## src/rtl/pal_cfg_pkg.sv

```systemverilog
// Shared types and constants for the PAL configuration loader.
// The CRC helper is used only when PAL_CFG_CRC_EN is defined.
package pal_cfg_pkg;

  localparam int         BYTE_W    = 8;
  localparam logic [7:0] CRC8_POLY = 8'h07;
  localparam logic [7:0] CRC8_INIT = 8'h00;

  typedef enum logic [2:0] {
    ST_IDLE  = 3'd0,
    ST_LOAD  = 3'd1,
    ST_SHIFT = 3'd2,
    ST_CHECK = 3'd3,
    ST_DONE  = 3'd4
  } pal_state_e;

  // One MSB-first CRC-8 step for a single serial bit.
  function automatic logic [7:0] crc8_step(input logic [7:0] crc, input logic bit_in);
    logic fb;
    fb = crc[7] ^ bit_in;
    return {crc[6:0], 1'b0} ^ (fb ? CRC8_POLY : 8'h00);
  endfunction

endpackage

```

## src/rtl/pal_cfg_if.sv

```systemverilog
// Host byte handshake plus PAL serial config signals of the loader.
interface pal_cfg_if;

  logic                            start;
  logic [pal_cfg_pkg::BYTE_W-1:0]  din;
  logic                            din_valid;
  logic                            din_ready;
  logic                            cfg_out;
  logic                            cfg_en;
  logic                            busy;
  logic                            done;
  logic                            err;

  modport master (
    output start, din, din_valid,
    input  din_ready, cfg_out, cfg_en, busy, done, err
  );

  modport slave (
    input  start, din, din_valid,
    output din_ready, cfg_out, cfg_en, busy, done, err
  );

endinterface

```

## src/rtl/pal_cfg_crc8.sv

```systemverilog
// Bit-serial CRC-8 (MSB-first) over the config bits driven to the PAL.
// Instantiated by the loader only when PAL_CFG_CRC_EN is defined.
module pal_cfg_crc8
  import pal_cfg_pkg::*;
(
  input  logic       clk,
  input  logic       rst,
  input  logic       en,
  input  logic       clr,
  input  logic       din,
  output logic [7:0] crc
);

  logic [7:0] crc_r;

  // CRC register: clear wins over update
  always_ff @(posedge clk or posedge rst) begin
    if (rst) begin
      crc_r <= CRC8_INIT;
    end else if (clr) begin
      crc_r <= CRC8_INIT;
    end else if (en) begin
      crc_r <= crc8_step(crc_r, din);
    end else begin
      crc_r <= crc_r;
    end
  end

  assign crc = crc_r;

endmodule

```

## src/rtl/pal_cfg_loader.sv

```systemverilog
// PAL configuration sequencer: bytes in over valid/ready, MSB-first serial out to the PAL.
// Optional CRC-8 check of the delivered bitstream is enabled by defining PAL_CFG_CRC_EN.
module pal_cfg_loader
  import pal_cfg_pkg::*;
#(
  parameter int CFG_BITS = 192
) (
  input  logic     clk,
  input  logic     rst,
  pal_cfg_if.slave bus
);

  localparam int               CNT_W    = $clog2(CFG_BITS + 1);
  localparam logic [CNT_W-1:0] LAST_IDX = CNT_W'(CFG_BITS - 1);
  localparam logic [CNT_W-1:0] FULL_CNT = CNT_W'(CFG_BITS);

  pal_state_e        state_r, state_nxt_s;
  logic [BYTE_W-1:0] shreg_r, shreg_nxt_s;
  logic [CNT_W-1:0]  bit_cnt_r;
  logic              cfg_en_r, cfg_en_nxt_s;
  logic              cfg_out_r, cfg_out_nxt_s;
  logic              busy_r, done_r;
  logic              din_ready_s, hs_s, start_ok_s, last_bit_s, byte_end_s;

  assign din_ready_s = (state_r == ST_LOAD) || (state_r == ST_CHECK);
  assign hs_s        = bus.din_valid && din_ready_s;
  assign start_ok_s  = bus.start && ((state_r == ST_IDLE) || (state_r == ST_DONE));
  // bit_cnt indexes the bit currently on cfg_out while in SHIFT
  assign last_bit_s  = (bit_cnt_r == LAST_IDX);
  assign byte_end_s  = (bit_cnt_r[2:0] == 3'd7);

  // Next-state, shift register and next registered-output decode
  always_comb begin
    state_nxt_s   = state_r;
    shreg_nxt_s   = shreg_r;
    cfg_en_nxt_s  = 1'b0;
    cfg_out_nxt_s = 1'b0;
    case (state_r)
      ST_IDLE: begin
        if (start_ok_s) begin
          state_nxt_s = ST_LOAD;
        end else begin
          state_nxt_s = ST_IDLE;
        end
      end
      ST_LOAD: begin
        if (hs_s) begin
          state_nxt_s   = ST_SHIFT;
          cfg_en_nxt_s  = 1'b1;
          cfg_out_nxt_s = bus.din[BYTE_W-1];
          shreg_nxt_s   = {bus.din[BYTE_W-2:0], 1'b0};
        end else begin
          state_nxt_s = ST_LOAD;
        end
      end
      ST_SHIFT: begin
        if (last_bit_s) begin
`ifdef PAL_CFG_CRC_EN
          state_nxt_s = ST_CHECK;
`else
          state_nxt_s = ST_DONE;
`endif
          // unused LSBs of a partial final byte are dropped here
          shreg_nxt_s = '0;
        end else if (byte_end_s) begin
          state_nxt_s = ST_LOAD;
        end else begin
          state_nxt_s   = ST_SHIFT;
          cfg_en_nxt_s  = 1'b1;
          cfg_out_nxt_s = shreg_r[BYTE_W-1];
          shreg_nxt_s   = {shreg_r[BYTE_W-2:0], 1'b0};
        end
      end
      ST_CHECK: begin
        if (hs_s) begin
          state_nxt_s = ST_DONE;
        end else begin
          state_nxt_s = ST_CHECK;
        end
      end
      ST_DONE: begin
        if (start_ok_s) begin
          state_nxt_s = ST_LOAD;
        end else begin
          state_nxt_s = ST_DONE;
        end
      end
      default: begin
        state_nxt_s = ST_IDLE;
        shreg_nxt_s = '0;
      end
    endcase
  end

  // State, datapath and output registers
  always_ff @(posedge clk or posedge rst) begin
    if (rst) begin
      state_r   <= ST_IDLE;
      shreg_r   <= '0;
      bit_cnt_r <= '0;
      cfg_en_r  <= 1'b0;
      cfg_out_r <= 1'b0;
      busy_r    <= 1'b0;
      done_r    <= 1'b0;
    end else begin
      state_r   <= state_nxt_s;
      shreg_r   <= shreg_nxt_s;
      cfg_en_r  <= cfg_en_nxt_s;
      cfg_out_r <= cfg_out_nxt_s;
      busy_r    <= (state_nxt_s == ST_LOAD) || (state_nxt_s == ST_SHIFT) ||
                   (state_nxt_s == ST_CHECK);
      done_r    <= (state_nxt_s == ST_DONE);
      if (start_ok_s) begin
        bit_cnt_r <= '0;
      end else if (cfg_en_r && (bit_cnt_r != FULL_CNT)) begin
        bit_cnt_r <= bit_cnt_r + {{(CNT_W-1){1'b0}}, 1'b1};
      end else begin
        bit_cnt_r <= bit_cnt_r;
      end
    end
  end

`ifdef PAL_CFG_CRC_EN
  logic [7:0] crc_s;
  logic       err_r;

  pal_cfg_crc8 u_crc (
    .clk (clk),
    .rst (rst),
    .en  (cfg_en_r),
    .clr (start_ok_s),
    .din (cfg_out_r),
    .crc (crc_s)
  );

  // Error flag: set on a mismatching CRC byte, cleared by an accepted START
  always_ff @(posedge clk or posedge rst) begin
    if (rst) begin
      err_r <= 1'b0;
    end else if (start_ok_s) begin
      err_r <= 1'b0;
    end else if ((state_r == ST_CHECK) && hs_s) begin
      err_r <= (bus.din != crc_s);
    end else begin
      err_r <= err_r;
    end
  end

  assign bus.err = err_r;
`else
  assign bus.err = 1'b0;
`endif

  assign bus.din_ready = din_ready_s;
  assign bus.cfg_en    = cfg_en_r;
  assign bus.cfg_out   = cfg_out_r;
  assign bus.busy      = busy_r;
  assign bus.done      = done_r;

endmodule

```

## src/flat_wrapper.sv

```systemverilog
// flat-port wrapper written by rule: the top's interface ports become plain ports
module pal_cfg_loader_flat import pal_cfg_pkg::*;
#(
  parameter int CFG_BITS = 192
)
  (clk, rst, bus_start, bus_din, bus_din_valid, bus_din_ready, bus_cfg_out, bus_cfg_en, bus_busy, bus_done, bus_err);
  pal_cfg_if bus_i ();
  input  logic clk;
  input  logic rst;
  input wire logic [$bits(bus_i.start)-1:0] bus_start;
  input wire logic [$bits(bus_i.din)-1:0] bus_din;
  input wire logic [$bits(bus_i.din_valid)-1:0] bus_din_valid;
  output wire logic [$bits(bus_i.din_ready)-1:0] bus_din_ready;
  output wire logic [$bits(bus_i.cfg_out)-1:0] bus_cfg_out;
  output wire logic [$bits(bus_i.cfg_en)-1:0] bus_cfg_en;
  output wire logic [$bits(bus_i.busy)-1:0] bus_busy;
  output wire logic [$bits(bus_i.done)-1:0] bus_done;
  output wire logic [$bits(bus_i.err)-1:0] bus_err;
  assign bus_i.start = bus_start;
  assign bus_i.din = bus_din;
  assign bus_i.din_valid = bus_din_valid;
  assign bus_din_ready = bus_i.din_ready;
  assign bus_cfg_out = bus_i.cfg_out;
  assign bus_cfg_en = bus_i.cfg_en;
  assign bus_busy = bus_i.busy;
  assign bus_done = bus_i.done;
  assign bus_err = bus_i.err;
  pal_cfg_loader #(.CFG_BITS(CFG_BITS)) u_core (.clk(clk), .rst(rst), .bus(bus_i));
endmodule
```

## config.mk

```make
export PLATFORM = sky130hd
export DESIGN_NAME = pal_cfg_loader_flat
export DESIGN_NICKNAME = d
export VERILOG_FILES = /design/src/rtl/pal_cfg_pkg.sv /design/src/rtl/pal_cfg_if.sv /design/src/rtl/pal_cfg_crc8.sv /design/src/rtl/pal_cfg_loader.sv /design/src/flat_wrapper.sv
export SDC_FILE = /design/constraint.sdc
export NUM_CORES = 1
export LEC_CHECK = 0
export ABC_AREA = 1
export CAP_MARGIN = 20
export CORE_ASPECT_RATIO = 0.5
export CORE_UTILIZATION = 25
export CTS_BUF_LIST = sky130_fd_sc_hd__clkbuf_4 sky130_fd_sc_hd__clkbuf_8
export DETAILED_ROUTE_END_ITERATION = 10
export SLEW_MARGIN = 20
export SYNTH_ARGS = -nofsm -noshare
export SYNTH_HDL_FRONTEND = slang
export SYNTH_SLANG_ARGS = --single-unit
export TNS_END_PERCENT = 1
```

## constraint.sdc

```tcl
create_clock -name clk -period 1.9 [get_ports clk]
set_input_delay 0.38 -clock clk [delete_from_list [all_inputs] [get_ports clk]]
set_output_delay 0.38 -clock clk [all_outputs]
set_load 0.02 [all_outputs]
```

==> results of run 1 <==
## stage by stage
step	instances	area, sq um	util [%]	hold slack (ps)
2_1_floorplan	192	1390	-	369
4_1_cts	277	1650	32.1	463
5_1_grt	277	1650	32.1	488
6_report	277	1650	32.1	449
3_5_place_dp	274	1610	31.3	464
3_3_place_gp	274	1610	31.3	467
## final timing paths
path	slack [ps]	cells past startpoint	end	start
worst max-delay path	270	8	u_core.shreg_r[5]	u_core.bit_cnt_r[0]
worst min-delay path	450	3	u_core.bit_cnt_r[4]	rst
worst max register to register	270	8	u_core.shreg_r[5]	u_core.bit_cnt_r[0]
worst min register to register	490	2	u_core.shreg_r[6]	u_core.shreg_r[6]
max in group asynchronous	1220	3	u_core.shreg_r[3]	rst
min in group clk	490	2	u_core.shreg_r[6]	u_core.shreg_r[6]
## cells in the mapped netlist
library cell,count
conb_1,1
nand3_4,2
nor2_1,18
buf_2,1
buf_6,1
nand2_1,66
nand2_2,2
o21ai_0,2
nor2_2,2
buf_4,3
nand2_4,2
inv_1,29
nor3_1,1
xor2_1,3
a21oi_4,1
dfrtp_1,22
nand3b_1,1
a21oi_1,1
ha_1,3
nand3_2,2
o221ai_1,2
nand3_1,24
nor2_4,1
nand4_1,2
## power groups by stage
stage          Combinational (mW)  Clock, mW  Sequential [mW]
6_report                    0.855      0.297            0.707
5_1_grt                     0.971      0.330            0.727
4_1_cts                     0.863      0.307            0.706
3_5_place_dp                0.863          0            0.715
3_3_place_gp                0.853          0            0.714
2_1_floorplan               0.624          0            0.711
## kinds of logic (layout without fill, tap and decap cells)
group	Yosys count	count (layout)	synth area share [%]
AO/OA/AOI/OAI	6	6	3.51
XOR/XNOR	3	3	1.89
adder cells (fa/ha/maj)	3	3	2.70
buffers and inverters	34	49	10.6
flip-flops	22	22	39.6
other	1	1	0.270
AND/OR/NAND/NOR	123	123	41.4
## routing by layer
metal	part of all wire [%]	GRT usage, %	up-vias
met5	0	0	-
met4	1.1	3.42	0
met3	1.8	2.14	2
met2	48	21.7	14
met1	49	13.5	574
li1	-	-	622
## tightest hold or removal path: stages
cell             delay [ps]
clkdlybuf4s50_1         390
inv_1                    50
buf_4                   280
## registers in the layout, summed over array words and instances (netlist names)
signal and cells:
u_core.bit_cnt_r 8, u_core.bus.done 1, u_core.shreg_r 7, u_core.bus.busy 1, u_core.bus.cfg_out 1, u_core.bus.cfg_en 1, u_core.state_r 3
## area by class of cell
class | count | area (sq um) | area share (%)
clock buffers | 3 | 41.3 | 2.50
inverters | 29 | 109 | 6.60
multi-input cells | 136 | 691 | 41.9
flip-flops and latches | 22 | 551 | 33.4
well taps | 70 | 87.6 | 5.31
repair buffers | 17 | 170 | 10.3
## timing repair
action / in CTS / in global routing
hold buffers: 0 / 0
endpoints found under the setup margin: 0 / 1
resized for setup: 0 / 1
## cells in the final DEF, fill, tap and decap left out, drive strengths merged, types with 2 or more instances in the layout
cell type and count:
ha 3, nand4 2, inv 29, a21oi 2
dfrtp 22, nor2 21, nand3 28, o221ai 2
clkdlybuf4s50 15, nand2 70, o21ai 2, xor2 3
clkbuf 3
==> results.md, run 1 <==
* Fmax at 615 MHz
* WS Path Type: reg2reg
* Initial antenna violation count at 0
* Leading area contributor after synthesis: dfrtp_1
* TritonCTS clock tree: yes
* Fin Setup TNS at 0 ps
* Final worst-path setup slack at 275 ps
* Synth top area cells: dfrtp_1, nand2_1, nand3_1
* Logic pwr share at 46.0%
* Clock transition at path regs at 80 ps
* WP data arrival at 1780 ps
* Area of the core at 5130 sq um
* Max clock buf depth at 2
* Final period util at 85.5%
* Critical-path top delay cell: dfrtp_1
* Total Power at 1.86 mW
* Initial Util at 27.0%
* HPWL after DPL at 2.13 mm
* Final net count at 224
* Library cells used by synthesis at 24
* Vias/cell at 4.38
* Postcts setup bufs at 0
* CTS HTree Levels at 1
* Global-route wire length before repair at 5.05 mm
* Full die area at 5880 sq um
* Pwr per Cell Area at 1130 nW/um^2
* Routed Antenna Nets at 0
* Slew headroom at 65.4%
* Max_cap viols at 0
* CP most frequent cell: nand2_1
* DRC Markers at 0
* Top Ports at 18
* DRT Pass-1 Iters at 4
* Clk network pwr share at 16.0%
* Dpl ws at 179 ps
* Final hold viol count at 0
* Fin. max-slew vios at 0
* Row cnt at 18
* Sw power at 0.818 mW
* Post-synthesis sequential area ratio at 39.6%
* Min Tclk post-route at 1630 ps
* Clk Tree Root Cell: clkbuf_8
* Die width at 107 microns
* Status: complete, no violations
* Number of synthesized register bits at 22
* Number of buffers added on ports at 16
* CP Cell Sequence: ha_1 > inv_1 > nor2_4 > nand3_4 > nand2_2 > nand3_2 > nand2_1 > nand2_1
* Startpoint types: flop
* VDD IR max at 0.313 mV
* Seq pwr share at 38.0%
* Total grt overflow at 0
* Total routed wirelength at 2.95 mm
* # setup viols final at 0
* Worst-skew pair later-pin latency at 260 ps
* Synthesis-to-layout area growth at 18.7%
* Largest net degree at the start of global routing at 23
* Critical path required time at 2060 ps
* Type of the most critical hold path: in2async
* Critical path's top delay family: simple AND/OR/NAND/NOR gates
* Max Fanout on Critical Path at 12
* Fill count at 544
* Drt wl/cell at 10.7 microns
* Setup Skew at 2.10 ps
* Share of layout cells above drive strength 1 at 7.73%
* CTS Sinks at 22
* CP endpoint kind: flop
* Starting DRT DRC Count at 46
* Synth Instances at 192
* GRT Util Overall at 11.4%
* Inserted Clock Buffers at 3
* RSZ-0062 raised after global routing: false
* Vias in the first global route at 1068
* Synth Area per Inst at 7.23 sq um
* Via count at 1212
* Internal power at 1.04 mW
* Final Wtd Congestion at 0.806
* P_leak at 0.888 nW
* Top-area cell type share of the netlist area at 39.6%
* Yosys warns at 0
* Max incr delay on CP at 440 ps
* Slew @ Worst Pin at 518 ps
* Diode count at 0
* CP Buf/Inv Count at 1
* Net Sw Frac at 44.0%
* Mapped Area at 1390 sq um
* Die H at 54.7 microns
* Syn_nets at 207
Note: power is estimated with default switching activity, not from simulation.
==> inputs of run 2 (changes only) <==
==> constraint.sdc (replaced) <==
create_clock -name clk -period 1.5 [get_ports clk]
set_input_delay 0.3 -clock clk [delete_from_list [all_inputs] [get_ports clk]]
set_output_delay 0.3 -clock clk [all_outputs]
set_load 0.02 [all_outputs]
==> results.md, run 2 (synthesis results as in run 1) <==
* Synthesis-to-layout area growth at 34.2% (was 18.7%)
* Global-route wire length before repair at 5.35 mm (was 5.05 mm)
* WS Path Type: reg2reg (unchanged)
* Final hold viol count at 0 (unchanged)
* Initial antenna violation count at 0 (unchanged)
* Min Tclk post-route at 1440 ps (was 1630 ps)
* TritonCTS clock tree: yes (unchanged)
* Clk network pwr share at 14.0% (was 16.0%)
* Critical path required time at 1660 ps (was 2060 ps)
* Top reg by flops: u_core.bit_cnt_r (unchanged)
* DRC Markers at 0 (unchanged)
* Worst-skew pair later-pin latency at 260 ps (about the same)
* Top Registers: u_core.bit_cnt_r: 8 flops, u_core.shreg_r: 7 flops, u_core.state_r: 3 flops (unchanged)
* Vias/cell at 4.27 (was 4.38)
* Inserted Clock Buffers at 3 (unchanged)
* Max reg flops at 8 (unchanged)
* Sw power at 1.14 mW (was 0.818 mW)
* DRT Pass-1 Iters at 4 (unchanged)
* Die H at 54.7 microns (unchanged)
* Finished Layout Cells at 297 (was 277)
* Max Fanout on Critical Path at 8 (was 12)
* Full die area at 5880 sq um (unchanged)
* Largest net degree at the start of global routing at 23 (unchanged)
* HPWL after DPL at 2.26 mm (was 2.13 mm)
* Status: complete, no violations (unchanged)
* # setup viols final at 0 (unchanged)
* Diode count at 0 (unchanged)
* Vias in the first global route at 1193 (was 1068)
* Routed Antenna Nets at 0 (unchanged)
* Internal power at 1.53 mW (was 1.04 mW)
* P_leak at 1.02 nW (was 0.888 nW)
* Most common cell after layout, fill and taps aside: nand2_1 (unchanged)
* Die width at 107 microns (unchanged)
* CP endpoint kind: flop (unchanged)
* Logic pwr share at 52.7% (was 46.0%)
* WP data arrival at 1600 ps (was 1780 ps)
* Type of the most critical hold path: in2async (unchanged)
* Drt wl/cell at 10.4 microns (was 10.7 microns)
* Share of layout cells above drive strength 1 at 21.1% (was 7.73%)
* Fin. max-slew vios at 0 (unchanged)
* Max_cap viols at 0 (unchanged)
* Via count at 1269 (was 1212)
* GRT Util Overall at 11.8% (was 11.4%)
* VDD IR max at 0.407 mV (was 0.313 mV)
* Area of the core at 5130 sq um (unchanged)
* WHS at 371 ps (was 449 ps)
* Net Sw Frac at 42.7% (was 44.0%)
* Fmax at 694 MHz (was 615 MHz)
* Seq pwr share at 33.3% (was 38.0%)
* Row cnt at 18 (unchanged)
* CTS HTree Levels at 1 (unchanged)
* Max clock buf depth at 2 (unchanged)
* Total routed wirelength at 3.09 mm (was 2.95 mm)
* Final period util at 96.0% (was 85.5%)
* CTS Hold Bufs at 0 (unchanged)
* Initial Util at 27.0% (unchanged)
* Setup Skew at 4.74 ps (was 2.10 ps)
* CTS Sinks at 22 (unchanged)
* Starting DRT DRC Count at 33 (was 46)
* Number of buffers added on ports at 16 (unchanged)
* Total grt overflow at 0 (unchanged)
* Most frequent cells in the layout: nand2_1, inv_1, nand3_1 (unchanged)
* Placed cells at 289 (was 274)
* Top Ports at 18 (unchanged)
* Final net count at 244 (was 224)
* RSZ-0062 raised after global routing: true (was false)
* Final Wtd Congestion at 0.787 (was 0.806)
* Pwr per Cell Area at 1430 nW/um^2 (was 1130 nW/um^2)
* Clk Tree Root Cell: clkbuf_8 (unchanged)
* Clock transition at path regs at 80 ps (about the same)
* Startpoint types: flop (unchanged)
==> run 2: changes by cell type in the layout (fill, tap and decap cells not counted), moves of 3 or more <==
cell / change
nor2_2: +3
inv_2: +3
nor2_1: -3
inv_1: -4
buf_4: +19
clkdlybuf4s50_1: -4
==> run 2: final cells by class <==
class	instances	area, sq um
Fill cell	548	3270
Multi-Input combinational cell	136	736
Sequential cell	22	551
Timing Repair Buffer	37	337
Inverter	29	113
Tap cell	70	87.6
Clock buffer	3	41.3
==> run 2: layer usage <==
metal,GRT usage (%),up-vias,wire length [microns]
met3,2.14,2,54
met1,14.4,593,1570
met2,22.3,11,1450
li1,-,663,-
met4,2.74,0,21
met5,0,-,0
==> run 2: repair_timing <==
action                                  CTS  global route
endpoints found under the setup margin    2            21
gates resized for setup                   2            19
setup buffers                             0             5
pin swaps                                 0            10
==> run 2: final timing paths <==
check                                    start                   to  slack, ps  cells after the start
setup / recovery           u_core.bit_cnt_r[1]  u_core.bit_cnt_r[0]         60                      9
hold / removal                             rst  u_core.bit_cnt_r[4]        370                      3
setup reg to reg           u_core.bit_cnt_r[1]  u_core.bit_cnt_r[0]         60                      9
hold reg to reg              u_core.shreg_r[6]    u_core.shreg_r[6]        480                      2
max in group asynchronous                  rst    u_core.shreg_r[7]        890                      3
min in group clk             u_core.shreg_r[6]    u_core.shreg_r[6]        480                      2
==> run 2: power by group through the flow <==
stage | combinational [mW] | sequential (mW) | clock (mW)
floorplan | 0.790 | 0.901 | 0
global placement | 1.25 | 0.887 | 0
detailed placement | 1.27 | 0.892 | 0
CTS | 1.25 | 0.882 | 0.391
global route | 1.58 | 0.916 | 0.415
finish | 1.41 | 0.890 | 0.373
==> run 2: worst max-delay path, cell delays in order, from the launching register on <==
cell and delay [ps]:
dfrtp_1 420, inv_2 90, ha_4 130, nand2_2 40, nor2_1 100, nand2_1 90, nand2_4 110, clkinvlp_4 180
nor2_2 140, nor2_1 40
==> run 2: through the flow <==
stage          power, mW  instance area, sq um  TNS (ps)  util (%)  setup slack, ps
3_5_place_dp        2.16                  1730         0      33.7             42.4
3_3_place_gp        2.14                  1730         0      33.7             69.0
4_1_cts             2.52                  1770         0      34.5            0.831
2_1_floorplan       1.69                  1390         0         -              166
5_1_grt             2.91                  1860      -398      36.3            -56.9
6_report            2.67                  1860         0      36.3             60.0
